[config.mk]
export PLATFORM = sky130hd
export DESIGN_NAME = fifo_drain_flat
export DESIGN_NICKNAME = d
export VERILOG_FILES = /design/src/rtl/fifo_pkg.sv /design/src/rtl/fifo_drain_if.sv /design/src/rtl/fifo_drain_stage.sv /design/src/rtl/fifo_drain.sv /design/src/flat_wrapper.sv
export SDC_FILE = /design/constraint.sdc
export NUM_CORES = 1
export LEC_CHECK = 0
export ABC_AREA = 1
export CAP_MARGIN = 20
export CORE_ASPECT_RATIO = 1.4
export CORE_MARGIN = 5
export CORE_UTILIZATION = 30
export DETAILED_ROUTE_END_ITERATION = 7
export SYNTH_ARGS = -nofsm -noshare
export SYNTH_HDL_FRONTEND = slang
export SYNTH_SLANG_ARGS = --single-unit
[constraint.sdc]
create_clock -name clk -period 2.4 [get_ports clk]
set_input_delay 0.48 -clock clk [delete_from_list [all_inputs] [get_ports clk]]
set_output_delay 0.48 -clock clk [all_outputs]
set_load 0.005 [all_outputs]
[src/rtl/fifo_pkg.sv]
// Shared types and helpers for the multi-way FIFO drain path.
package fifo_pkg;
  localparam int NUM_WAY = 3;
  localparam int ADDR_W  = 6;
  localparam int DATA_W  = 6;

  typedef struct packed {
    logic [ADDR_W-1:0] addr;
    logic [DATA_W-1:0] data;
  } entry_t;

  typedef enum logic [0:0] {ST_IDLE = 1'b0, ST_DRAIN = 1'b1} drain_state_e;

  // Length of the ones-run starting at bit 0; legal is low if any set bit follows a gap.
  function automatic logic [7:0] prefix_len(input logic [31:0] succ, input int n,
                                            output logic legal);
    logic [7:0] len;
    logic       gap;
    len   = '0;
    gap   = 1'b0;
    legal = 1'b1;
    for (int i = 0; i < 32; i++) begin
      if (i < n) begin
        if (!succ[i])  gap   = 1'b1;
        else if (gap)  legal = 1'b0;
        else           len   = len + 8'd1;
      end
    end
    return len;
  endfunction
endpackage

[src/rtl/fifo_drain_if.sv]
// FIFO read side plus the single-entry output stream of fifo_drain.
interface fifo_drain_if #(
  parameter int NUM_WAY = fifo_pkg::NUM_WAY,
  parameter int ADDR_W  = fifo_pkg::ADDR_W,
  parameter int DATA_W  = fifo_pkg::DATA_W
);
  logic                             fifo_empty;
  logic [NUM_WAY-1:0]               fifo_ren;
  logic [NUM_WAY-1:0]               fifo_success;
  logic [NUM_WAY-1:0][ADDR_W-1:0]   fifo_addr;
  logic [NUM_WAY-1:0][DATA_W-1:0]   fifo_data;
  logic                             m_valid;
  logic                             m_ready;
  logic [ADDR_W-1:0]                m_addr;
  logic [DATA_W-1:0]                m_data;

  modport master (
    input  fifo_empty, fifo_success, fifo_addr, fifo_data, m_ready,
    output fifo_ren, m_valid, m_addr, m_data
  );
  modport slave (
    output fifo_empty, fifo_success, fifo_addr, fifo_data, m_ready,
    input  fifo_ren, m_valid, m_addr, m_data
  );
endinterface

[src/rtl/fifo_drain_stage.sv]
// NUM_WAY-slot staging register file: bulk load, one-per-cycle advance, flush.
module fifo_drain_stage #(
  parameter int NUM_WAY = 3,
  parameter int ADDR_W  = 6,
  parameter int DATA_W  = 6,
  parameter int CW      = $clog2(NUM_WAY + 1)
) (
  input  logic                           clk,
  input  logic                           rst_n,
  input  logic                           flush,
  input  logic                           load,
  input  logic                           advance,
  input  logic [CW-1:0]                  load_cnt,
  input  logic [NUM_WAY-1:0][ADDR_W-1:0] load_addr,
  input  logic [NUM_WAY-1:0][DATA_W-1:0] load_data,
  output logic [ADDR_W-1:0]              rd_addr,
  output logic [DATA_W-1:0]              rd_data,
  output logic [CW-1:0]                  cnt
);
  localparam int IW = (NUM_WAY > 1) ? $clog2(NUM_WAY) : 1;

  logic [IW-1:0]                  rd_idx;
  logic [NUM_WAY-1:0][ADDR_W-1:0] slot_addr;
  logic [NUM_WAY-1:0][DATA_W-1:0] slot_data;

  for (genvar i = 0; i < NUM_WAY; i++) begin : g_slot
    always_ff @(posedge clk or negedge rst_n) begin
      if (!rst_n) begin
        slot_addr[i] <= '0;
        slot_data[i] <= '0;
      end else if (load && (CW'(i) < load_cnt)) begin
        slot_addr[i] <= load_addr[i];
        slot_data[i] <= load_data[i];
      end
    end
  end

  // rd_idx wraps to 0 on the last advance so it never points past the slots.
  always_ff @(posedge clk or negedge rst_n) begin
    if (!rst_n) begin
      cnt    <= '0;
      rd_idx <= '0;
    end else if (flush) begin
      cnt    <= '0;
      rd_idx <= '0;
    end else if (load) begin
      cnt    <= load_cnt;
      rd_idx <= '0;
    end else if (advance) begin
      cnt    <= cnt - 1'b1;
      rd_idx <= (cnt == CW'(1)) ? '0 : rd_idx + 1'b1;
    end
  end

  assign rd_addr = slot_addr[rd_idx];
  assign rd_data = slot_data[rd_idx];
endmodule

[src/rtl/fifo_drain.sv]
// Multi-way FIFO drain: wide pops staged locally, replayed one entry per cycle.
// Optional FIFO_DRAIN_STATS_EN adds pop_total/drop_total saturating counters.
module fifo_drain #(
  parameter int NUM_WAY = fifo_pkg::NUM_WAY,
  parameter int ADDR_W  = fifo_pkg::ADDR_W,
  parameter int DATA_W  = fifo_pkg::DATA_W
) (
  input  logic          clk,
  input  logic          rst_n,
  input  logic          enable,
  input  logic          flush,
  fifo_drain_if.master  io,
  output logic          busy,
  output logic          err
`ifdef FIFO_DRAIN_STATS_EN
  ,
  output logic [15:0]   pop_total,
  output logic [7:0]    drop_total
`endif
);
  import fifo_pkg::*;

  localparam int CW = $clog2(NUM_WAY + 1);
  localparam logic [0:0] IDLE  = ST_IDLE;
  localparam logic [0:0] DRAIN = ST_DRAIN;

  logic [0:0]    state;
  logic [CW-1:0] cnt, k;
  logic [7:0]    plen;
  logic          legal, hs, fetch, load;

  always_comb begin
    legal = 1'b1;
    plen  = prefix_len(32'(io.fifo_success), NUM_WAY, legal);
    k     = CW'(plen);
  end

  assign io.m_valid = (state == DRAIN);
  assign hs         = io.m_valid & io.m_ready;
  // Refill overlaps the final handshake so a steady FIFO streams with no bubble.
  assign fetch      = rst_n & enable & ~io.fifo_empty & ~flush &
                      ((state == IDLE) | ((cnt == CW'(1)) & hs));
  assign io.fifo_ren = {NUM_WAY{fetch}};
  assign load       = fetch & (k != '0);
  assign busy       = (cnt != '0);

  always_ff @(posedge clk or negedge rst_n) begin
    if (!rst_n)                                   state <= IDLE;
    else if (flush)                               state <= IDLE;
    else if (load)                                state <= DRAIN;
    else if (state == DRAIN && hs && cnt == CW'(1)) state <= IDLE;
  end

  always_ff @(posedge clk or negedge rst_n) begin
    if (!rst_n)              err <= 1'b0;
    else if (fetch && !legal) err <= 1'b1;
  end

  fifo_drain_stage #(.NUM_WAY(NUM_WAY), .ADDR_W(ADDR_W), .DATA_W(DATA_W), .CW(CW)) u_stage (
    .clk      (clk),
    .rst_n    (rst_n),
    .flush    (flush),
    .load     (load),
    .advance  (hs),
    .load_cnt (k),
    .load_addr(io.fifo_addr),
    .load_data(io.fifo_data),
    .rd_addr  (io.m_addr),
    .rd_data  (io.m_data),
    .cnt      (cnt)
  );

`ifdef FIFO_DRAIN_STATS_EN
  logic [7:0] drop_inc;
  logic [8:0] drop_sum;

  // A flush discards whatever the sink did not take in that same cycle.
  always_comb begin
    drop_inc = '0;
    if (flush)               drop_inc = 8'(cnt) - 8'(hs);
    else if (fetch && !legal) drop_inc = 8'($countones(io.fifo_success)) - 8'(k);
  end
  assign drop_sum = {1'b0, drop_total} + {1'b0, drop_inc};

  always_ff @(posedge clk or negedge rst_n) begin
    if (!rst_n) begin
      pop_total  <= '0;
      drop_total <= '0;
    end else begin
      if (hs && pop_total != 16'hFFFF) pop_total <= pop_total + 16'd1;
      drop_total <= drop_sum[8] ? 8'hFF : drop_sum[7:0];
    end
  end
`endif
endmodule

[src/flat_wrapper.sv]
// flat-port wrapper written by rule: the top's interface ports become plain ports
module fifo_drain_flat import fifo_pkg::*;
#(
  parameter int NUM_WAY = fifo_pkg::NUM_WAY,
  parameter int ADDR_W  = fifo_pkg::ADDR_W,
  parameter int DATA_W  = fifo_pkg::DATA_W
)
  (clk, rst_n, enable, flush, busy, err, io_fifo_empty, io_fifo_success, io_fifo_addr, io_fifo_data, io_m_ready, io_fifo_ren, io_m_valid, io_m_addr, io_m_data);
  fifo_drain_if #(.NUM_WAY(NUM_WAY), .ADDR_W(ADDR_W), .DATA_W(DATA_W)) io_i ();
  input  logic clk;
  input  logic rst_n;
  input  logic enable;
  input  logic flush;
  output logic busy;
  output logic err;
  input wire logic [$bits(io_i.fifo_empty)-1:0] io_fifo_empty;
  input wire logic [$bits(io_i.fifo_success)-1:0] io_fifo_success;
  input wire logic [$bits(io_i.fifo_addr)-1:0] io_fifo_addr;
  input wire logic [$bits(io_i.fifo_data)-1:0] io_fifo_data;
  input wire logic [$bits(io_i.m_ready)-1:0] io_m_ready;
  output wire logic [$bits(io_i.fifo_ren)-1:0] io_fifo_ren;
  output wire logic [$bits(io_i.m_valid)-1:0] io_m_valid;
  output wire logic [$bits(io_i.m_addr)-1:0] io_m_addr;
  output wire logic [$bits(io_i.m_data)-1:0] io_m_data;
  assign io_i.fifo_empty = io_fifo_empty;
  assign io_i.fifo_success = io_fifo_success;
  assign io_i.fifo_addr = io_fifo_addr;
  assign io_i.fifo_data = io_fifo_data;
  assign io_i.m_ready = io_m_ready;
  assign io_fifo_ren = io_i.fifo_ren;
  assign io_m_valid = io_i.m_valid;
  assign io_m_addr = io_i.m_addr;
  assign io_m_data = io_i.m_data;
  fifo_drain #(.NUM_WAY(NUM_WAY), .ADDR_W(ADDR_W), .DATA_W(DATA_W)) u_core (.clk(clk), .rst_n(rst_n), .enable(enable), .flush(flush), .io(io_i), .busy(busy), .err(err));
endmodule
=== Word level (Yosys, flattened, before mapping) ===
Cells that the tools add are included.

* $add $sub $neg: 4
* Bitwise gates (word level): 11
* Equality and inequality tests: 1
* Magnitude comparators: 4
* Muxes and demuxes: 25
* Reductions and logical operators: 11

{| class="wikitable"
|+ Operators with widths
! kind !! number
|-
| binary-select mux 6 bit (select 2 bit) || 2
|-
| 2-to-1 mux 2 bit || 11
|-
| 2-to-1 mux 6 bit || 2
|-
| 2-to-1 mux 1 bit || 10
|-
| AND 1 bit || 7
|-
| logical AND 1 bit || 6
|-
| nonzero test 3 bit || 2
|-
| adder 2 x 1 -> 2 bit, second input constant || 2
|-
| less-than comparator 1 x 2 -> 1 bit, first input constant || 2
|-
| nonzero test 2 bit || 2
|-
| less-than comparator 2 x 3 -> 1 bit, second input constant || 1
|-
| inverter 1 bit || 3
|-
| adder 1 x 1 -> 2 bit, second input constant || 1
|-
| equality test 2 x 1 -> 1 bit, second input constant || 1
|-
| less-than comparator 2 bit, first input constant || 1
|-
| subtractor 2 x 1 -> 2 bit, second input constant || 1
|-
| zero test 1 bit || 1
|-
| bitwise OR 1 bit || 1
|}

* Output and inout bits: 18
* Bits in registers: 42
* Bits of input ports: 45
* Word-level logic and storage cells: 66

=== Longest topological paths before layout ===
Gate-level depths: netlist of the first run.

* Depth after elaboration: 11
* Mapped depth: 10
* Mapped depth without buffers: 9

=== Modules after synthesis ===
Synthesis of the first run repeated with hierarchy kept, for this count alone.

* Cell total of the unflattened synthesis: 270
* Area total of the unflattened synthesis: 2,060.7 µm²

{| class="wikitable"
|+ By module, submodules not included
! module !! cells each !! instances !! area each (µm²)
|-
| fifo_drain_stage || 239 || 1 || 1,859.3
|-
| fifo_drain || 31 || 1 || 201.4
|}

=== Least setup slack after synthesis of the first run ===
Ideal clock, no wire load.

* Path type: register to output
* Start point: register u_core.u_stage.cnt[1]
* End point: output io_fifo_ren[0]
* Data required time: 1.920 ns
* Path buffers: 1
* Slack: 0.847 ns
* Stages on the path, launching flop included: 7
* Data arrival time: 1.073 ns
* Path through: dfrtp_1 -> inv_1 -> ha_1 -> nand2_1 -> nand2_2 -> and3_1 -> buf_4

* Cells in the longest elaborated chain, start to end: 4

{| class="wikitable"
|+ RTL lines
! what !! line !! source
|-
| start, declared || fifo_drain_stage.sv:18 || <nowiki>output logic [CW-1:0] cnt</nowiki>
|-
| start signal, assigned || fifo_drain_stage.sv:47 || <nowiki>cnt <= load_cnt;</nowiki>
|-
| start signal, assigned || fifo_drain_stage.sv:50 || <nowiki>cnt <= cnt - 1'b1;</nowiki>
|-
| equality test 2 x 1 -> 1 bit || fifo_drain.sv:42 || <nowiki>((state == IDLE) | ((cnt == CW'(1)) & hs));</nowiki>
|-
| AND 1 bit || fifo_drain.sv:42 ||
|-
| bitwise OR 1 bit || fifo_drain.sv:42 ||
|-
| AND 1 bit || fifo_drain.sv:41 || <nowiki>assign fetch = rst_n & enable & ~io.fifo_empty & ~flush &</nowiki>
|-
| end, declared || flat_wrapper.sv:21 || <nowiki>output wire logic [$bits(io_i.fifo_ren)-1:0] io_fifo_ren;</nowiki>
|}

Every way passes these cells.

=== Final worst setup path of the first run ===
* Start point: input enable
* End point: output io_fifo_ren[1]

* Cells in the longest elaborated chain, start to end: 4

{| class="wikitable"
|+ RTL lines
! what !! line !! source
|-
| start, declared || flat_wrapper.sv:12 || <nowiki>input logic enable;</nowiki>
|-
| AND 1 bit (4 in series) || fifo_drain.sv:41 ||
|}

Every way passes these cells.

==> impl_metrics.yaml, run 1 <==
logic_synthesis:
  synth_edf_count: 0
  synth_fp_nets: 299
  yosysUniqueCellTypes: 22
  synth_seq_cells: 42
  synth_area_leaders: "dfrtp_1 (51%), nand2_1 (12%), o21ai_0 (6.7%)"
  synth_compound_area_share_pct: 17.11
  ys.flop_type: "dfrtp_1"
  synth_top_family_by_area: "simple AND/OR/NAND/NOR gates"
  muxShareOfSynthArea_pct: 0
  synthCells: 252
  synth_adder_area_share_pct: 1.205
  ys_warn_count: 0
  yosysTopAreaCellShare_pct: 50.60
  yosysMostFrequentCell: "nand2_1"
  syn-cell-area_mm2: 0.002077
  synth_xor_area_share_pct: 0.4217
  synth_area_per_cell_um2: 8.242
  ys_seq_area_share_pct: 50.60
  ys_top_cells_by_count: "nand2_1 (65), dfrtp_1 (42), inv_1 (36)"
  synth-simple-area-share_pct: 19.16
  synth_area_leader_cell: "dfrtp_1"
  synthArstFlopShare_pct: 100.0
clocking:
  postCtsHoldBufs: 0
  h-tree-depth: 2
  cts-root-buf: "clkbuf_8"
  cts_made_buffers: 5
  clkTransAtPathRegs_ps: 80
  clock_sinks: 42
  clk_latency_ps: 290
  clock_path_buffers: 2
  tritoncts: "done"
critical_path:
  slowest_stage: "clkdlybuf4s50_1"
  startpoint_type: "input port"
  required_ps: 1920
  cp_common_cell: "clkdlybuf4s50_1"
  critPathKind: "in -> out"
  crit_cells: 5
  end_kind: "primary output"
  arrival_ps: 1810
  cp_slowest_stage_delay_ps: 500
  reg2reg_depth: 9
  cp.buffers_inverters: 3
  crit_family: "buffers and inverters"
  worstPathMaxFanout: 4
  path_cells: "clkdlybuf4s50_1, nand2_1, inv_1, and3_4, clkdlybuf4s50_1"
flow_run:
  maxCapViolCount: 0
detailed_routing:
  wl_mm: 4.950
  wl_per_cell_um: 12.04
  drtIter0Drc: 87
  vias_per_cell: 4.221
  dr_total_vias: 1735
  ant_nets: 0
  drc: 0
  drt_first_pass_iters: 4
power:
  internal-power_w: 0.001288
  switchingPower_w: 0.0004968
  clockPowerShare_pct: 25.2
  pwr_density_cell_mw_per_mm2: 611.6
  p_seq_share_pct: 48.9
  p_sw_share_pct: 27.83
  peakVddDrop_uv: 274.9
  p_comb_share_pct: 25.9
  p_leak_nw: 1.432
floorplanning:
  die_h_um: 108.5
  die_area_mm2: 0.008711
  die_x_um: 80.32
  core_mm2: 0.006847
  pin_count: 63
  rows: 36
  start_util_pct: 30.34
final_layout:
  nNetsFinal: 362
  layout-drive-gt1-share_pct: 11.71
  fill_cells: 730
  num_antenna_cells: 0
  area_growth_pct: 40.54
timing:
  worstMarginPinSlew_ps: 531.4
  setup_slack_ps: 111.4
  final_max_slew_viol_count: 0
  hold_viol: 0
  maxSlewHeadroom_pct: 64.57
  period_share_pct: 95.36
  finalSetupTns_ps: 0
  rsz0062_at_grt: "false"
  finalSetupViolCount: 0
  hold_slack_ps: 270.7
  fmax_ghz: 0.4369
  skew_ps: 7.895
  period_minus_slack_ps: 2289
grt:
  grt_first_pass_wirelength_mm: 8.431
  antenna_found_initial: 0
  overflow: 0
  grt_util_all_layers_pct: 12.57
  grt_max_degree: 43
  grt_pass1_vias: 1829
place:
  hpwl_mm: 3.888
  gp_congestion: 0.7867
  io_buffers: 62
  pre_cts_slack_ps: 83.30
outcome:
  status: "complete, no violations"
worst_hold_path:
  hold_class: "in -> async"
per-stage QoR:
stage | total power [W] | cell area [um2] | instances | utilization [%]
6_report | 0.001785 | 2919 | 411 | 42.64
5_1_grt | 0.001912 | 2919 | 411 | 42.64
4_1_cts | 0.001826 | 2873 | 410 | 41.96
3_5_place_dp | 0.001368 | 2784 | 402 | 40.66
3_3_place_gp | 0.001353 | 2784 | 402 | 40.66
2_1_floorplan | 0.001111 | 2077 | 252 | -
worst reg2reg max path, stage by stage (launching register included):
cell and delay [ps]:
dfrtp_1 400, inv_1 80, ha_2 200, nand2_1 70, nand2_2 60, buf_4 130, nand4_1 240, buf_4 310
nor2_1 130, a21oi_1 50
path summary, 6_finish.rpt:
path	from	to	slack [ps]
max in group asynchronous	rst_n	u_core.u_stage.rd_idx[1]	1750
setup / recovery	enable	io_fifo_ren[1]	110
hold / removal	rst_n	u_core.u_stage.slot_data[1]	270
min in group clk	u_core.err	u_core.err	470
setup reg to reg	u_core.u_stage.cnt[1]	u_core.u_stage.slot_addr[4]	620
hold reg to reg	u_core.err	u_core.err	470
cells by family (layout without fill, tap and decap cells):
| family | count (synthesis) | after routing |
|---|---|---|
| DFF | 42 | 42 |
| buffers and inverters | 52 | 116 |
| and+or+nand+nor | 92 | 92 |
| AOI/OAI and AO/OA | 63 | 63 |
| xor gates and xnor gates | 1 | 1 |
| adders and majority gates | 2 | 2 |
layout make-up:
cell class	count	area, um2	share of cell area, %
clock buffers	6	72.57	2.486
clock inverters	2	13.76	0.4715
inverters	37	138.9	4.758
multi-input cells	158	800.8	27.43
flip-flops and latches	42	1052	36.05
well taps	95	118.9	4.072
repair buffers	71	721.9	24.73
per-layer routing:
layer / share of wire (%) / global-route usage, % / vias up / wire (um)
met5: 0 / 0 / - / 0
met4: 1.8 / 5.435 / 0 / 87
met3: 4.0 / 2.417 / 5 / 198
met2: 54 / 22.04 / 27 / 2657
met1: 41 / 14.72 / 787 / 2006
li1: - / - / 916 / -
layout by cell type, fill, tap and decap left out:
master	count
clkdlybuf4s50_1	52
clkinv_2	1
inv_1	36
and3_4	1
ha_2	1
xnor2_1	1
a21oi_2	1
dfrtp_1	41
a21oi_1	23
nand3_1	3
nand2_2	2
buf_6	1
nand2_1	64
inv_2	1
dlymetal6s2s_1	9
nor2_1	15
o21ai_2	10
nor3_4	1
dfrtp_2	1
clkinv_4	1
ha_1	1
o211ai_1	1
nand4_1	4
o21ai_0	28
buf_2	1
clkbuf_1	1
nand3_4	1
clkbuf_8	5
buf_12	1
buf_4	7
nor2_4	1
sequential cells by signal (all words and copies together), names as in the netlist:
name,flops
u_core.io.m_valid,1
u_core.u_stage.slot_addr,18
u_core.u_stage.rd_idx,2
u_core.err,1
u_core.u_stage.cnt,2
u_core.u_stage.slot_data,18
power by group through the flow:
| stage | logic [W] | registers (W) | clock network [W] |
|---|---|---|---|
| 6_report | 0.000462 | 0.000873 | 0.000449 |
| 5_1_grt | 0.000531 | 0.000888 | 0.000494 |
| 4_1_cts | 0.000481 | 0.000875 | 0.000469 |
| 3_5_place_dp | 0.000478 | 0.000890 | 0 |
| 3_3_place_gp | 0.000471 | 0.000882 | 0 |
| 2_1_floorplan | 0.000235 | 0.000876 | 0 |
timing repair:
action                     4_1_cts  5_1_grt
setup endpoints to repair        3       15
setup buffers                    0        1
resized for setup                1       15
No activity file was read; power rests on OpenSTA's default activity.
==> run 2: changes to the inputs <==
- SLEW_MARGIN: default -> 0
==> results of run 2 <==
Same layout as run 1: the final DEF is identical, and so are final timing and power.
==> run 3: changes to the inputs <==
- CORE_UTILIZATION: 30 -> 50
- PLACE_DENSITY: default -> 0.84
==> run 3 against run 2 <==
Effect of this change:
- wire length down 2.7%
- design area down 2.6%
- worst hold slack worse by 7.1 ps
- critical path type unchanged
==> impl_metrics.yaml, run 3 (synthesis gave the netlist of run 1 again) <==
floorplanning:
  pin_count: 63
  start_util_pct: 52.10
  die_x_um: 64.47
  core_mm2: 0.003986
  die_area_mm2: 0.005561
  die_h_um: 86.26
  rows: 27
critical_path:
  critPathKind: "in -> out"
  crit_family: "buffers and inverters"
  cp_common_cell: "clkdlybuf4s50_1"
  required_ps: 1920
  cp.buffers_inverters: 3
  slowest_stage: "clkdlybuf4s50_1"
  arrival_ps: 1830
  cp_slowest_stage_delay_ps: 510
  end_kind: "primary output"
  path_cells: "clkdlybuf4s50_1, nand2_1, inv_1, and3_4, clkdlybuf4s50_1"
  startpoint_type: "input port"
  worstPathMaxFanout: 4
clocking:
  clkTransAtPathRegs_ps: 80
  postCtsHoldBufs: 0
  clock_path_buffers: 2
  clock_sinks: 42
  clk_latency_ps: 300
  h-tree-depth: 2
  cts-root-buf: "clkbuf_8"
  post_cts_buffers: 0
  cts_made_buffers: 5
  cts.repair.resized: 0
  tritoncts: "done"
timing:
  period_minus_slack_ps: 2311
  rsz0062_at_grt: "false"
  skew_ps: 3.861
  worstMarginPinSlew_ps: 517.3
  finalSetupTns_ps: 0
  final_max_slew_viol_count: 0
  hold_viol: 0
  finalSetupViolCount: 0
  maxSlewHeadroom_pct: 65.51
  fmax_ghz: 0.4328
  period_share_pct: 96.27
final_layout:
  multi_input_area_um2: 798.3
  area_growth_pct: 36.87
  final_util_pct: 71.31
  fill_cells: 318
  final_cells: 359
  mostFrequentLayoutCell: "nand2_1"
  final_area_mm2: 0.002843
  top_regs: "u_core.u_stage.slot_addr: 18 flops, u_core.u_stage.slot_data: 18 flops"
  regArea_mm2: 0.001051
  layout_common_cells: "nand2_1 (65), clkdlybuf4s50_1 (52), dfrtp_1 (42), inv_1 (36), o21ai_0 (25)"
  num_antenna_cells: 0
  nNetsFinal: 362
  layout-drive-gt1-share_pct: 11.08
place:
  dpl_cell_area_mm2: 0.002714
  gp_congestion: 0.8280
  hpwl_mm: 3.630
  io_buffers: 62
  dp.cells: 351
power:
  total_power_w: 0.001824
  peakVddDrop_uv: 442.7
  p_leak_nw: 1.431
  pwr_density_cell_mw_per_mm2: 641.7
detailed_routing:
  wl_mm: 4.815
  vias_per_cell: 5.072
  ant_nets: 0
  drc: 0
  dr_total_vias: 1821
  wl_per_cell_um: 13.41
  drtIter0Drc: 75
  drt_first_pass_iters: 4
grt:
  grt_first_pass_wirelength_mm: 8.038
  grt_max_degree: 43
  overflow: 0
  antenna_found_initial: 0
  grt_util_all_layers_pct: 18.40
  grt_pass1_vias: 1813
flow_run:
  maxCapViolCount: 0
worst_hold_path:
  hold_class: "in -> async"
outcome:
  status: "complete, no violations"
==> run 3: path summary, 6_finish.rpt <==
path	from	end	slack [ps]	cells past startpoint
max	enable	io_fifo_ren[1]	90	5
min	rst_n	u_core.err	260	2
max reg2reg	u_core.u_stage.cnt[1]	u_core.u_stage.slot_addr[16]	600	10
min reg2reg	u_core.err	u_core.err	470	2
max in group asynchronous	rst_n	u_core.u_stage.slot_addr[2]	1780	2
min in group clk	u_core.err	u_core.err	470	2
==> run 3: power by group <==
part	switching [W]	internal [W]	total, W	leakage (nW)
Sequential	0.0000445	0.000831	0.000875	0.484
Clock	0.000242	0.000238	0.000479	0.0489
Combinational	0.000217	0.000252	0.000470	0.899
Total	0.000504	0.00132	0.00182	1.43
==> run 3: cell type report <==
class / instances / share of cell area [%]
Inverter: 37 / 4.886
Multi-Input combinational cell: 158 / 28.08
Timing Repair Buffer: 71 / 24.82
Clock buffer: 7 / 3.037
Sequential cell: 42 / 36.97
Clock inverter: 1 / 0.3081
Tap cell: 43 / 1.893
==> run 3: layer usage <==
| layer | up-vias | track usage [%] | share of wire [%] | wire length (um) |
|---|---|---|---|---|
| met1 | 859 | 22.14 | 42 | 2003 |
| met2 | 42 | 32.05 | 52 | 2500 |
| met4 | 0 | 6.538 | 1.8 | 88 |
| li1 | 912 | - | - | - |
| met3 | 8 | 4.280 | 4.6 | 223 |
| met5 | - | 0 | 0 | 0 |
==> run 3: per-stage QoR <==
| step | hold slack, ps | worst slack (ps) |
|---|---|---|
| global route | 319.7 | 6.468 |
| CTS | 286.4 | 33.67 |
| global placement | 448.9 | 109.9 |
| floorplan | 184.4 | 846.9 |
| finish | 263.6 | 89.43 |
| detailed placement | 460.1 | 59.44 |
